<file path="config.mk">
export PLATFORM = sky130hd
export DESIGN_NAME = tx_resp_sched
export DESIGN_NICKNAME = d
export VERILOG_FILES = /design/src/rtl/tx_resp_sched_pkg.sv /design/src/rtl/tx_resp_sched_slot.sv /design/src/rtl/tx_resp_sched.sv
export SDC_FILE = /design/constraint.sdc
export NUM_CORES = 1
export LEC_CHECK = 0
export CORE_MARGIN = 2
export CORE_UTILIZATION = 47
export CTS_CLUSTER_SIZE = 40
export DETAILED_ROUTE_END_ITERATION = 12
export PLACE_DENSITY = 0.79
export SYNTH_ARGS = -nofsm -noshare
export SYNTH_HDL_FRONTEND = slang
export SYNTH_SLANG_ARGS = --single-unit
</file>
<file path="constraint.sdc">
create_clock -name CLK -period 1.65 [get_ports CLK]
set_input_delay 0.165 -clock CLK [delete_from_list [all_inputs] [get_ports CLK]]
set_output_delay 0.165 -clock CLK [all_outputs]
set_load 0.005 [all_outputs]
</file>
<file path="src/rtl/tx_resp_sched_pkg.sv">
// Shared types for the TX response scheduler.
// State encodings, source IDs and default byte width.
package tx_resp_sched_pkg;

    localparam int DATA_W_DEF = 8;

    typedef enum logic [1:0] {
        IDLE     = 2'b00,
        SEND_RD  = 2'b01,
        SEND_LSB = 2'b10,
        SEND_MSB = 2'b11
    } state_e;

    typedef enum logic {
        SRC_RD  = 1'b0,
        SRC_ALU = 1'b1
    } src_e;

endpackage

</file>
<file path="src/rtl/tx_resp_sched_slot.sv">
// One-entry holding register with VLD/RDY capture.
// Freed by an external strobe once its contents are fully sent.
module resp_slot #(
    parameter int W = 8
) (
    input  logic         CLK,
    input  logic         RST,
    input  logic         VLD,
    input  logic [W-1:0] DATA,
    output logic         RDY,
    input  logic         FREE,
    output logic         FULL,
    output logic [W-1:0] Q
);

    logic         full_q;
    logic [W-1:0] data_q;

    // Free and capture never coincide: capture needs an empty slot.
    always_ff @(posedge CLK or negedge RST) begin
        if (!RST) begin
            full_q <= 1'b0;
            data_q <= '0;
        end else if (FREE) begin
            full_q <= 1'b0;
        end else if (VLD && !full_q) begin
            full_q <= 1'b1;
            data_q <= DATA;
        end
    end

    assign RDY  = !full_q;
    assign FULL = full_q;
    assign Q    = data_q;

endmodule

</file>
<file path="src/rtl/tx_resp_sched.sv">
// Round-robin scheduler from RD and ALU response slots
// into the TX FIFO write port, byte by byte.
import tx_resp_sched_pkg::*;

module tx_resp_sched #(
    parameter int DATA_W = DATA_W_DEF,
    parameter int ALU_W  = 2 * DATA_W
) (
    input  logic              CLK,
    input  logic              RST,
    input  logic              RD_VLD,
    input  logic [DATA_W-1:0] RD_DATA,
    output logic              RD_RDY,
    input  logic              ALU_VLD,
    input  logic [ALU_W-1:0]  ALU_OUT,
    output logic              ALU_RDY,
    input  logic              FIFO_FULL,
    output logic [DATA_W-1:0] TX_P_DATA,
    output logic              TX_D_VLD,
    output logic              BUSY,
    output logic [7:0]        TX_CNT
);

    state_e              state_q, state_d;
    src_e                last_q, last_d;
    logic [7:0]          cnt_q;
    logic                rd_full, alu_full;
    logic                free_rd, free_alu;
    logic [DATA_W-1:0]   rd_q;
    logic [ALU_W-1:0]    alu_q;
    logic                tx_vld;
    logic [DATA_W-1:0]   tx_data;

    resp_slot #(.W(DATA_W)) u_rd_slot (
        .CLK  (CLK),
        .RST  (RST),
        .VLD  (RD_VLD),
        .DATA (RD_DATA),
        .RDY  (RD_RDY),
        .FREE (free_rd),
        .FULL (rd_full),
        .Q    (rd_q)
    );

    resp_slot #(.W(ALU_W)) u_alu_slot (
        .CLK  (CLK),
        .RST  (RST),
        .VLD  (ALU_VLD),
        .DATA (ALU_OUT),
        .RDY  (ALU_RDY),
        .FREE (free_alu),
        .FULL (alu_full),
        .Q    (alu_q)
    );

    always_ff @(posedge CLK or negedge RST) begin
        if (!RST) begin
            state_q <= IDLE;
            last_q  <= SRC_ALU;
            cnt_q   <= 8'd0;
        end else begin
            state_q <= state_d;
            last_q  <= last_d;
            if (tx_vld) begin
                cnt_q <= cnt_q + 8'd1;
            end
        end
    end

    always_comb begin
        state_d  = state_q;
        last_d   = last_q;
        tx_vld   = 1'b0;
        tx_data  = '0;
        free_rd  = 1'b0;
        free_alu = 1'b0;
        case (state_q)
            IDLE: begin
                // LAST only moves when both slots contend.
                if (rd_full && alu_full) begin
                    if (last_q == SRC_ALU) begin
                        state_d = SEND_RD;
                        last_d  = SRC_RD;
                    end else begin
                        state_d = SEND_LSB;
                        last_d  = SRC_ALU;
                    end
                end else if (rd_full) begin
                    state_d = SEND_RD;
                end else if (alu_full) begin
                    state_d = SEND_LSB;
                end
            end
            SEND_RD: begin
                if (!FIFO_FULL) begin
                    tx_vld  = 1'b1;
                    tx_data = rd_q;
                    free_rd = 1'b1;
                    state_d = IDLE;
                end
            end
            SEND_LSB: begin
                if (!FIFO_FULL) begin
                    tx_vld  = 1'b1;
                    tx_data = alu_q[DATA_W-1:0];
                    state_d = SEND_MSB;
                end
            end
            SEND_MSB: begin
                if (!FIFO_FULL) begin
                    tx_vld   = 1'b1;
                    tx_data  = alu_q[ALU_W-1:DATA_W];
                    free_alu = 1'b1;
                    state_d  = IDLE;
                end
            end
            default: begin
                state_d = IDLE;
            end
        endcase
    end

    assign TX_D_VLD  = tx_vld;
    assign TX_P_DATA = tx_data;
    assign TX_CNT    = cnt_q;
    assign BUSY      = rd_full || alu_full || (state_q != IDLE);

endmodule
</file>
==> results.txt <==
Post-route cell area -> 2704 um2
Starting DRC count in detailed routing -> 46
Leakage -> 1.271 nW
I/O Buffers -> 48
CTS tree -> done
Switching part of the total -> 32.87%
GRT Residual Overflow -> 0
RSZ-0062 raised after global routing -> true
Clock sink count -> 37
WL final -> 4427 um
Pre-CTS setup slack -> -0.1946 ns
Max cap viols -> 0
Minimum clock period -> 1.755 ns
Max Fclk -> 569.8 MHz
Status -> finished with violations
Hold Fails Final Rpt -> 0
Power density over the cells -> 1865 nW/um2
Period Utilization, post-route -> 106.4%
Num CTS Buffers -> 5
Area Growth Syn to Fin -> 54.36%
Hpwl dp -> 3039 um
Starting density of the core -> 48.21%
Fin. max-slew vios -> 0
Setup-failing EPs final -> 24
Root buffer cell -> clkbuf_8
CP Capture Type -> primary output
Flops & latches, synth -> 37
Layout cells sized above 1 -> 42.92%
Number of remaining DRC errors -> 0
Routed wire per std cell -> 17.03 um
Clock network fraction of design power -> 13.7%
Worst Tran Pin Value -> 0.4602 ns
Global-route wire length before repair -> 7148 um
Syn Inst Count -> 137
Clk slew on worst S/H paths -> 0.08 ns
Final Wtd Congestion -> 0.8217
Largest net degree at the start of global routing -> 20
H-Tree Level Count -> 2
Fin Clk Skew -> 0.005321 ns
Synth Warn # -> 0
Seq/Total Area, Yosys -> 52.93%
Syn nets -> 167
Yosys top cell by area -> dfrtp_1
CP Data Required Time -> 1.48 ns
Later-pin clock latency in the skew report -> 0.28 ns
Total Power -> 0.005044 W
Via count -> 1388
Area contributors post-synth -> dfrtp_1 (51%), mux2_2 (14%), mux2_4 (8.6%)
Top-count cell post-synth -> dfrtp_1
Async S/R FF share, synth -> 100.0%
Combinational share of power -> 52.0%
Distinct cells, synth -> 29
Initial antenna violation count -> 0
Hold crit path type -> in -> async
GRT Overall Usage -> 22.61%
Via-per-instance ratio -> 5.338
# rows -> 22
Top-level I/O count -> 49
Worst Setup Start Kind -> register
Area after DPL -> 2367 um2
Number of synthesized flops with an enable pin -> 0
Die height -> 65.05 um
Total Nets Final -> 241
Peak VDD IR -> 0.0009991 V
Critical Path Fanout Max -> 4
Number of global-route vias before repair -> 1472
Ys flop type -> dfrtp_1
Mean post-synth cell area -> 12.79 um2
Synth Cell Area -> 1752 um2
Slew headroom -> 69.32%
Synth top cells by count -> dfrtp_1 (36), mux2_2 (22), nor2_1 (12), mux2_4 (10), a22oi_1 (9)
Die area -> 4232 um2
WP data arrival -> 1.59 ns
Failing checks -> negative setup slack
Final WS setup -> -0.1051 ns
Crit Path Class -> reg -> out
Net Switching -> 0.001658 W
Core Box Area -> 3633 um2
Top-area cell type share of the netlist area -> 51.43%
Clk buf depth -> 2
Antenna Nets Post-Route -> 0
Router iterations before antenna repair -> 4
Share of power burned in registers -> 34.3%
Die Width -> 65.05 um
Int Power -> 0.003386 W
# diodes -> 0
-- registers in the layout, indices dropped and copies added (netlist names) --
signal	count
state_q	2
last_q	1
u_alu_slot.Q	16
u_rd_slot.FULL	1
TX_CNT	8
u_rd_slot.Q	8
u_alu_slot.FULL	1
-- timing repair --
item | in CTS | in global routing
endpoints found under the setup margin | 17 | 32
resized for setup | 77 | 6
hold endpoints to repair | 17 | 0
setup buffers | 9 | 0
hold buffers | 1 | 0
gates cloned | 0 | 1
pin swaps | 19 | 14
-- worst paths after layout --
path | slack, ns | endpoint | depth (start not counted) | startpoint
max | -0.11 | TX_P_DATA[1] | 6 | state_q[0]
min | 0.36 | u_rd_slot.Q[6] | 2 | RST
max reg2reg | -0.09 | u_alu_slot.Q[7] | 6 | state_q[0]
min reg2reg | 0.48 | TX_CNT[7] | 1 | TX_CNT[7]
max in group asynchronous | 0.83 | u_alu_slot.Q[9] | 3 | RST
min in group CLK | 0.48 | TX_CNT[7] | 1 | TX_CNT[7]
-- metrics by stage --
stage / hold slack [ns] / utilization [%] / cells / TNS (ns)
after detailed placement: 0.1447 / 65.15 / 241 / -3.654
final: 0.3613 / 74.41 / 260 / -1.634
after floorplan: -0.1306 / - / 137 / 0
after global routing: 0.3935 / 74.41 / 260 / -2.756
after global placement: 0.1343 / 65.15 / 241 / -2.220
after CTS: 0.3792 / 73.66 / 259 / -1.002
-- layer usage --
metal	GRT usage (%)	part of all wire (%)	vias to the layer above
met5	0	0	-
met1	28.70	41	695
li1	-	-	625
met4	9.115	3.0	0
met2	37.50	51	52
met3	5.035	4.6	16
-- layout make-up --
class / count / area, um2
Inverter: 6 / 22.52
Tap cell: 48 / 60.06
Fill cell: 239 / 929.6
Sequential cell: 37 / 927.1
Timing Repair Buffer: 74 / 696.9
Clock inverter: 1 / 5.005
Multi-Input combinational cell: 87 / 895.9
Clock buffer: 7 / 96.34
-- cells by family (layout without fill, tap and decap cells) --
| family | count (synthesis) | in the layout | synth area share (%) |
|---|---|---|---|
| buffers and inverters | 13 | 88 | 3.856 |
| AOI/OAI and AO/OA | 14 | 14 | 5.929 |
| and+or+nand+nor | 32 | 32 | 9.857 |
| xor gates and xnor gates | 8 | 8 | 4.000 |
| DFF | 37 | 37 | 52.93 |
| muxes | 32 | 32 | 22.71 |
| adders and majority gates | 1 | 1 | 0.7142 |
-- critical path, stage by stage, from the launching register on --
cell and delay (ns):
dfrtp_1 0.41, buf_6 0.15, buf_6 0.12, mux2_4 0.29, a22oi_2 0.17, nor2_1 0.05, buf_2 0.12
-- placed cells by master (no fill, tap or decap), types with 4 or more instances in the layout --
cell type and count:
clkdlybuf4s50_1 37, dfrtp_1 36, mux2_4 26, nor2_1 12, buf_6 12, buf_4 11, buf_2 10, a22oi_2 8
clkbuf_8 7, mux2_2 6, nand2_1 6, inv_1 5, nand4_1 4, xor2_1 4, xnor2_1 4
-- power groups by stage --
stage / Sequential [W] / Combinational (W) / Clock (W)
6_report: 0.00173 / 0.00262 / 0.000691
5_1_grt: 0.00178 / 0.00280 / 0.000737
4_1_cts: 0.00172 / 0.00256 / 0.000694
3_5_place_dp: 0.00169 / 0.00203 / 0
3_3_place_gp: 0.00165 / 0.00194 / 0
2_1_floorplan: 0.00160 / 0.00122 / 0
Note: power is estimated with default switching activity, not from simulation.
